File: config.mk
export PLATFORM = sky130hd
export DESIGN_NAME = bus_arbiter
export DESIGN_NICKNAME = d
export VERILOG_FILES = /design/src/rtl/bus_arbiter_pkg.sv /design/src/rtl/bus_arbiter.sv
export SDC_FILE = /design/constraint.sdc
export NUM_CORES = 1
export LEC_CHECK = 0
export ABC_AREA = 0
export BUFFER_PORTS_ARGS = -buffer_cell sky130_fd_sc_hd__buf_2
export CORE_AREA = 10 10 47 49
export CTS_CLUSTER_DIAMETER = 30
export DETAILED_ROUTE_END_ITERATION = 16
export DIE_AREA = 0 0 57 59
export GPL_ROUTABILITY_DRIVEN = 1
export GPL_TIMING_DRIVEN = 0
export HOLD_SLACK_MARGIN = 0.12
export SKIP_LAST_GASP = 1
export SYNTH_ARGS = -nofsm -noshare
export SYNTH_HDL_FRONTEND = slang
export SYNTH_SLANG_ARGS = --single-unit
File: constraint.sdc
create_clock -name clk -period 2.6 [get_ports clk]
set_input_delay 0.78 -clock clk [delete_from_list [all_inputs] [get_ports clk]]
set_output_delay 0.78 -clock clk [all_outputs]
set_load 0.01 [all_outputs]
File: src/rtl/bus_arbiter_pkg.sv
// Shared definitions for the system-bus arbiter: owner encoding, active-low
// enable levels and the round-robin search used to pick the next owner.
package bus_arbiter_pkg;

    localparam int NUM_MASTERS = 4;
    localparam int BUS_OWNER_W = 2;

    typedef logic [BUS_OWNER_W-1:0] bus_owner_t;

    localparam bus_owner_t BUS_OWNER_MASTER_0 = 2'd0;
    localparam bus_owner_t BUS_OWNER_MASTER_1 = 2'd1;
    localparam bus_owner_t BUS_OWNER_MASTER_2 = 2'd2;
    localparam bus_owner_t BUS_OWNER_MASTER_3 = 2'd3;

    // Request and grant lines are active-low on the bus.
    localparam logic ENABLE_  = 1'b0;
    localparam logic DISABLE_ = 1'b1;

    // Next owner given the current owner and the active-high request vector.
    // The owner keeps the bus while it requests. Once it releases, the search
    // starts at owner+1 and never revisits the owner itself. With nobody else
    // requesting the bus stays parked on the current owner.
    function automatic bus_owner_t rr_next_owner(input bus_owner_t cur,
                                                 input logic [NUM_MASTERS-1:0] req_active);
        bus_owner_t cand;
        bus_owner_t result;
        logic       found;
        result = cur;
        found  = 1'b0;
        cand   = cur;
        if (!req_active[cur]) begin
            for (int i = 1; i < NUM_MASTERS; i++) begin
                cand = cur + bus_owner_t'(i);
                if (!found && req_active[cand]) begin
                    result = cand;
                    found  = 1'b1;
                end
            end
        end
        return result;
    endfunction

endpackage

File: src/rtl/bus_arbiter.sv
// Four-master round-robin bus arbiter with active-low requests and grants.
// Ownership is held until the owner releases its request, then rotates; with
// no requests pending the bus stays parked on the last owner.
module bus_arbiter
    import bus_arbiter_pkg::*;
(
    input  logic       clk,
    input  logic       reset,
    input  logic       m0_req_,
    input  logic       m1_req_,
    input  logic       m2_req_,
    input  logic       m3_req_,
    output logic       m0_grnt_,
    output logic       m1_grnt_,
    output logic       m2_grnt_,
    output logic       m3_grnt_,
    output logic [1:0] owner,
    output logic       arb_switch
);

    logic [NUM_MASTERS-1:0] req_active;
    bus_owner_t             owner_reg;
    bus_owner_t             owner_next;
    logic                   switch_reg;
    logic                   switch_next;
    logic [NUM_MASTERS-1:0] grnt_reg;
    logic [NUM_MASTERS-1:0] grnt_next;

    assign req_active = ~{m3_req_, m2_req_, m1_req_, m0_req_};

    // Rotation search and one-cycle switch pulse on any ownership change.
    always_comb begin
        owner_next  = rr_next_owner(owner_reg, req_active);
        switch_next = (owner_next != owner_reg);
    end

    // Owner and switch-pulse registers; reset parks the bus on master 0.
    always_ff @(posedge clk or posedge reset) begin
        if (reset) begin
            owner_reg  <= BUS_OWNER_MASTER_0;
            switch_reg <= 1'b0;
        end else begin
            owner_reg  <= owner_next;
            switch_reg <= switch_next;
        end
    end

    // Grants are registered copies of the one-hot decode of the next owner,
    // so they always agree with owner and exactly one is asserted.
    generate
        for (genvar gi = 0; gi < NUM_MASTERS; gi++) begin : g_grant
            assign grnt_next[gi] = (owner_next == bus_owner_t'(gi)) ? ENABLE_ : DISABLE_;

            // Per-master grant flop; master 0 holds the bus out of reset.
            always_ff @(posedge clk or posedge reset) begin
                if (reset) begin
                    grnt_reg[gi] <= (gi == 0) ? ENABLE_ : DISABLE_;
                end else begin
                    grnt_reg[gi] <= grnt_next[gi];
                end
            end
        end
    endgenerate

    assign m0_grnt_   = grnt_reg[0];
    assign m1_grnt_   = grnt_reg[1];
    assign m2_grnt_   = grnt_reg[2];
    assign m3_grnt_   = grnt_reg[3];
    assign owner      = owner_reg;
    assign arb_switch = switch_reg;

endmodule

======== Word level (Yosys, flattened, before mapping) ========
Index checks and enable logic that the tools add are counted.
Widths: inputs -> output; s select.
storage, ports and cells
  input port bits ......................... 6
  ROM bits ................................ 0
  output and inout bits ................... 7
  memories ................................ 0
  bits in writable memories ............... 0
  logic and storage cells ................. 43
  bits in registers ....................... 7
  latch bits .............................. 0
operators by class
  reduce and logical (&&, ||, !) cells .... 5
  $mul .................................... 0
  div/mod/pow operators ................... 0
  equality and inequality tests ........... 4
  add/subtract/negate cells ............... 3
  bitwise gates (word level) .............. 1
  shift operators ......................... 0
  muxes and demuxes ....................... 20
  order comparisons ....................... 4
operators with widths
  operator             count
  $lt 2x3->1 const B   4
  $mux 1               12
  $bmux 1 s2           4
  $mux 2               4
  $add 2x2->2 const B  2
  $eq 2x2->1 const B   2
  $not 4->4            1
  $add 2x1->2 const B  1
  $eq 2x1->1 const B   1
  $logic_and 1x1->1    2
  $logic_not 1->1      2
  $logic_not 2->1      1
  $ne 2x2->1           1

======== Logic depth before layout (Yosys ltp) ========
Gate-level depths: netlist (run 1).
  word-level depth ........................ 15
  gate-level depth with buffers ........... 5
  depth with buffers taken out ............ 4

======== Worst setup path after synthesis (run 1) ========
No wires, ideal clock.
  path kind ............................... in2reg
  start point ............................. input m3_req_
  end point ............................... register owner_reg[1], in the netlist owner[1]
  slack ................................... 1.136 ns
  arrival ................................. 1.338 ns
  cell stages on the path ................. 4
  required time ........................... 2.475 ns
  library setup time ...................... 0.125 ns
  buffers on the path ..................... 0
  cell sequence ........................... inv_1 or3_1 a22oi_1 o21ai_1
between the ends
  longest elaborated chain between the ends .. 13
  elaborated cells between the ends (all ways) .. 21
  classes of those cells .................. 16 x mux; 1 x bitwise; 4 x reduce/logical
ends and longest elaborated chain
  what                          RTL line               RTL
  start, declared               bus_arbiter.sv:12      input logic m3_req_,
  $not 4->4 (*)                 bus_arbiter.sv:29      assign req_active = ~{m3_req_, m2_req_, m1_req_, m0_req_};
  $bmux 1 s2                    bus_arbiter_pkg.sv:34  if (!found && req_active[cand]) begin
  $mux 1 (implied by the code)  bus_arbiter_pkg.sv:34
  $mux 1                        bus_arbiter_pkg.sv:34
  $mux 1                        bus_arbiter_pkg.sv:31  if (!req_active[cur]) begin
  $logic_not 1->1               bus_arbiter_pkg.sv:34
  $logic_and 1x1->1             bus_arbiter_pkg.sv:34
  $mux 1                        bus_arbiter_pkg.sv:34
  $mux 1                        bus_arbiter_pkg.sv:31
  $logic_not 1->1               bus_arbiter_pkg.sv:34
  $logic_and 1x1->1             bus_arbiter_pkg.sv:34
  $mux 2                        bus_arbiter_pkg.sv:34
  $mux 2 (*)                    bus_arbiter_pkg.sv:31
  named net owner_next[1]       bus_arbiter.sv:23      bus_owner_t owner_next;
  end signal, assigned          bus_arbiter.sv:43      owner_reg <= owner_next;
  end, declared                 bus_arbiter.sv:22      bus_owner_t owner_reg;
The timed path passes the listed nets; every way through them passes the cells marked *. The select of a mux whose other input is x is not followed.

======== Worst setup path after layout (run 1) ========
  start point ............................. register owner_reg[1], in the netlist owner[1]
  end point ............................... output owner[1]
RTL lines
  what           RTL line           RTL
  end, declared  bus_arbiter.sv:17  output logic [1:0] owner,
No word-level cell between the ends.

==> parameters.txt, run 1 <==
Parameter                              Value

Timing
  Maximum clock frequency    595 MHz
  Slew HR    83.7%
  Worst hold slack after final layout    441 ps
  Number of max-slew violations in the final report    0
  Worst Max-Slew Pin Slew    244 ps
  Min Clock Period, post-route    1680 ps
  Fin Clk Skew    5.09 ps
  Final setup TNS    0 ps
  Number of hold violations in the final report    0
  Final worst path period share    64.6%
  Count of endpoints failing setup in the final report    0
  Setup repair after global routing missed its margin    no

Synth
  Most frequently used flop master after synthesis    sky130_fd_sc_hd__dfrtp_1
  Leading cell types by total area after synthesis    sky130_fd_sc_hd__dfrtp_1 21%, sky130_fd_sc_hd__dfstp_2 16%, sky130_fd_sc_hd__o21ai_1 7.3%
  Portion of the post-synthesis area used by sequential elements    37.0%
  Most used standard cells in the synthesized netlist    7 x sky130_fd_sc_hd__nand2_1, 7 x sky130_fd_sc_hd__o21ai_1, 4 x sky130_fd_sc_hd__a21oi_1, 4 x sky130_fd_sc_hd__dfrtp_1
  Synthesized cell area    483 um2
  Synth warn    0
  Proportion of netlist area held by the largest area contributor    20.7%
  Net count after synthesis    67
  Leading area contributor after synthesis    sky130_fd_sc_hd__dfrtp_1
  Count of unique library cells instantiated by Yosys    26
  Number of enable flip-flop cells after synthesis    0
  Number of cells produced by synthesis    61
  Average instance area after synthesis    7.92 um2
  FFs w/ async S/R, synth    100%
  Flops & latches, synth    7

Setup path
  Type of element launching the critical path    register
  Slowest-stage cell, CP    sky130_fd_sc_hd__dfrtp_1
  Peak fanout along the critical path    8
  Crit path kind    register to primary output
  Data arrival at the endpoint of the critical path    900 ps
  Sort of element at the end of the critical path    primary output
  Critical path, cell by cell    buf_2
  Required arrival time at the worst endpoint    1820 ps
  Maximum cell stage delay along the critical path    470 ps
  Cell family with the largest share of critical-path delay    flip-flops
  Worst Path Buf+Inv    1

Route
  Remaining DRCs    0
  Antenna Violating Nets Remaining    0
  Number of detailed-routing iterations run before antenna repair    4
  Routed WL per cell    12.1 um
  Total routed wirelength    1130 um
  Count of routing violations after the opening detailed-route iteration    16
  Routed vias    491
  Via density    5.28

Layout
  # diodes    0
  Number of flip-flops under the largest register name    2
  Net total in the final layout    84
  Fill cells    153
  Area Overhead vs Synth    22.0%
  Fraction of final layout cells sized beyond drive strength 1    35.1%
  Final core utilization    42.1%

Global route
  Global router's overall resource usage    7.05%
  First-pass GRT wire length    1950 um
  Maximum number of pins on one net before global-route repair    11
  Vias in the first global route    466
  Overflow left after global routing    0
  Antenna violations before repair    0

Floorplanning
  Die Footprint    3360 um2
  Standard-cell row count    14
  Area of the core    1400 um2
  Initial cell density of the core    34.5%
  Top-Level Pins    13
  Die outline height    59 um
  Die X    57 um

Place
  Number of input and output port buffers inserted    12
  Final Wtd Congestion    0.862

Clocking
  Number of CTS-inserted buffers    3
  Postcts setup bufs    0
  CTS tree    built
  Post-cts repair resize count    0
  Max Buffers Root-to-Sink    2
  CTS H-tree lvls    1
  Number of buffers inserted for hold repair after clock tree synthesis    0
  Worst skew pair latency    250 ps
  CTS Root Cell    sky130_fd_sc_hd__clkbuf_4
  Clock sink count    7
  Clock slew at the register clock pins of the worst setup and hold paths    50 ps

Status
  Run status    finished, final reports clean

Pwr
  Static Leak    0.271 nW
  Power density of the placed cells    696 nW/um2
  Overall Power    410 uW
  Peak supply drop    187 uV

Job
  Max-cap violations    0

Hold path
  Path category of the worst min-delay check    primary input to asynchronous set/reset pin
worst paths after layout:
kind | from | cells after the start | slack (ps) | endpoint
max in group asynchronous | reset | 2 | 1890 | m1_grnt_$_DFF_PP1_
min in group clk | owner[0]$_DFF_PP0_ | 3 | 660 | owner[1]$_DFF_PP0_
worst max-delay path | owner[1]$_DFF_PP0_ | 1 | 920 | owner[1]
worst min register to register | owner[0]$_DFF_PP0_ | 3 | 660 | owner[1]$_DFF_PP0_
worst max register to register | owner[1]$_DFF_PP0_ | 3 | 1400 | owner[1]$_DFF_PP0_
worst min-delay path | reset | 2 | 440 | owner[0]$_DFF_PP0_
per-layer routing:
layer	vias to the layer above	wire length, um	GRT usage, %
li1	252	-	-
met1	225	532	7.98
met2	14	545	10.7
met3	0	51	1.93
met4	0	0	6.04
met5	-	0	0
area by class of cell:
class / instances / area [um2] / area share [%]
Buffer: 6 / 41.3 / 7.01
Clock buffer: 4 / 26.3 / 4.46
Inverter: 5 / 18.8 / 3.18
Multi-Input combinational cell: 43 / 244 / 41.4
Sequential cell: 7 / 179 / 30.4
Tap cell: 16 / 20.0 / 3.40
Timing Repair Buffer: 12 / 60.1 / 10.2
metrics by stage:
stage,instance area [um2],instances,setup WS [ps]
after floorplan,483,61,1140
after CTS,589,93,908
final,589,93,920
after global placement,563,89,945
after detailed placement,563,89,935
after global routing,589,93,851
layout by cell type, fill, tap and decap left out, types with 3 or more instances in the layout:
master / count
sky130_fd_sc_hd__a31oi_1: 3
sky130_fd_sc_hd__dfrtp_1: 4
sky130_fd_sc_hd__a21oi_1: 4
sky130_fd_sc_hd__nand2_1: 7
sky130_fd_sc_hd__nor2_1: 3
sky130_fd_sc_hd__inv_1: 3
sky130_fd_sc_hd__o21ai_1: 7
sky130_fd_sc_hd__o21ai_0: 3
sky130_fd_sc_hd__clkbuf_4: 3
sky130_fd_sc_hd__dfstp_2: 3
sky130_fd_sc_hd__buf_2: 15
worst register-to-register path: stages (launching register included):
cell and delay, ps:
sky130_fd_sc_hd__dfrtp_1 460, sky130_fd_sc_hd__or3_1 390, sky130_fd_sc_hd__a22oi_1 150, sky130_fd_sc_hd__o21ai_1 80
cells by family (layout without fill, tap and decap cells):
family | Yosys count | in the layout | share of synthesized area [%]
compound gates | 28 | 28 | 36.8
simple gates | 15 | 15 | 13.7
buf+inv | 11 | 27 | 12.4
flops | 7 | 7 | 37.0
power breakdown:
part	internal, mW	leakage, nW	switching (mW)
logic	0.0695	0.178	0.0913
clock network	0.0584	0.0150	0.0371
registers	0.141	0.0777	0.0132
Note: power is estimated with default switching activity, not from simulation.
==> run 2: changes to the inputs <==
==> constraint.sdc (replaced) <==
create_clock -name clk -period 1.4 [get_ports clk]
set_input_delay 0.42 -clock clk [delete_from_list [all_inputs] [get_ports clk]]
set_output_delay 0.42 -clock clk [all_outputs]
set_load 0.01 [all_outputs]
==> run 2 against run 1 <==
  * Via count up 0.81%
  * Sequential cell count did not move
  * Register-to-register slack worse by 1200 ps
  * Wire length grew 0.71%
  * Sequential power rose by 86%
  * First-iteration DRC count unchanged
  * Non-clock buffer count up 1
  * Power grew 86%
  * Critical path type unchanged
  * Critical endpoint unchanged
==> parameters.txt, run 2 (synthesis results as in run 1) <==
Parameter                              Value

Status
  Run status    finished, final reports clean

Clocking
  CTS Root Cell    sky130_fd_sc_hd__clkbuf_4
  CTS tree    built
  Worst skew pair latency    250 ps
  Clock sink count    7
  Number of buffers inserted for hold repair after clock tree synthesis    1
  Postcts setup bufs    0
  Number of CTS-inserted buffers    3
  CTS H-tree lvls    1
  Max Buffers Root-to-Sink    2
  Post-cts repair resize count    0
  Clock slew at the register clock pins of the worst setup and hold paths    50 ps

Timing
  Setup repair after global routing missed its margin    no
  Slew HR    83.7%
  Final worst path period share    94.3%
  Number of hold violations in the final report    0
  Worst Max-Slew Pin Slew    245 ps
  Fin Clk Skew    5.09 ps
  Maximum clock frequency    757 MHz
  Min Clock Period, post-route    1320 ps
  Count of endpoints failing setup in the final report    0
  Final setup TNS    0 ps
  Worst hold slack after final layout    470 ps
  Number of max-slew violations in the final report    0

Setup path
  Required arrival time at the worst endpoint    980 ps
  Data arrival at the endpoint of the critical path    900 ps
  Worst Path Buf+Inv    1
  Maximum cell stage delay along the critical path    470 ps
  Peak fanout along the critical path    8
  Critical path, cell by cell    buf_2
  Slowest-stage cell, CP    sky130_fd_sc_hd__dfrtp_1
  Crit path kind    register to primary output
  Sort of element at the end of the critical path    primary output
  Cell family with the largest share of critical-path delay    flip-flops
  Type of element launching the critical path    register

Route
  Via density    5.27
  Count of routing violations after the opening detailed-route iteration    16
  Antenna Violating Nets Remaining    0
  Remaining DRCs    0
  Total routed wirelength    1140 um
  Routed vias    495
  Number of detailed-routing iterations run before antenna repair    4
  Routed WL per cell    12.1 um

Floorplanning
  Initial cell density of the core    34.5%
  Die X    57 um
  Standard-cell row count    14
  Top-Level Pins    13
  Die Footprint    3360 um2
  Area of the core    1400 um2
  Die outline height    59 um

Pwr
  Power density of the placed cells    1270 nW/um2
  Static Leak    0.275 nW
  Peak supply drop    349 uV

Hold path
  Path category of the worst min-delay check    primary input to register

Layout
  Final standard cell count with taps included and fillers excluded    94
  Most common cell after layout, fill and taps aside    sky130_fd_sc_hd__buf_2
  Number of flip-flops under the largest register name    2
  Final core utilization    42.8%
  # diodes    0
  Net total in the final layout    85
  Fill cells    152
  Fraction of final layout cells sized beyond drive strength 1    34.6%
  Commonest cells after routing, fill and taps aside    15 x sky130_fd_sc_hd__buf_2, 7 x sky130_fd_sc_hd__nand2_1, 7 x sky130_fd_sc_hd__o21ai_1
  Area Overhead vs Synth    24.1%

Global route
  Antenna violations before repair    0
  Vias in the first global route    475
  Overflow left after global routing    0
  Global router's overall resource usage    7.13%
  Maximum number of pins on one net before global-route repair    11
  First-pass GRT wire length    1980 um

Place
  Number of input and output port buffers inserted    12
  Final Wtd Congestion    0.862
  Count of placed standard cells including taps    89

Job
  Max-cap violations    0
[run 2: final timing paths]
check | from | to | slack, ps | cells past startpoint
setup / recovery | owner[1]$_DFF_PP0_ | owner[1] | 80 | 1
min in group asynchronous | reset | owner[0]$_DFF_PP0_ | 630 | 3
hold / removal | m2_req_ | m2_grnt_$_DFF_PP1_ | 470 | 3
max in group asynchronous | reset | m1_grnt_$_DFF_PP1_ | 500 | 3
hold reg to reg | owner[0]$_DFF_PP0_ | owner[1]$_DFF_PP0_ | 660 | 3
setup reg to reg | owner[1]$_DFF_PP0_ | owner[1]$_DFF_PP0_ | 200 | 3
[run 2: routing by layer]
layer	GRT usage (%)	wire, um	up-vias
li1	-	-	254
met1	8.10	536	227
met2	10.9	549	14
met3	1.93	51	0
met4	6.04	0	0
met5	0	0	-
[run 2: where the power goes]
group | leakage (nW) | internal, mW | switching [mW] | total, mW
logic | 0.182 | 0.131 | 0.170 | 0.301
clock network | 0.0150 | 0.108 | 0.0689 | 0.177
registers | 0.0777 | 0.262 | 0.0244 | 0.286
total | 0.275 | 0.501 | 0.263 | 0.764
[run 2: area by class of cell]
cell class | count | area [um2] | share of cell area [%]
Buffer | 6 | 41.3 | 6.89
Clock buffer | 4 | 26.3 | 4.38
Inverter | 5 | 18.8 | 3.13
Multi-Input combinational cell | 43 | 244 | 40.7
Sequential cell | 7 | 179 | 29.9
Tap cell | 16 | 20.0 | 3.34
Timing Repair Buffer | 13 | 70.1 | 11.7
[run 2: stage by stage]
| step | area, um2 | power, mW | setup WS, ps |
|---|---|---|---|
| after floorplan | 483 | 0.494 | 255 |
| after global routing | 599 | 0.823 | 11.5 |
| after CTS | 599 | 0.777 | 67.8 |
| after global placement | 563 | 0.588 | 105 |
| final | 599 | 0.764 | 79.6 |
| after detailed placement | 563 | 0.587 | 95.1 |
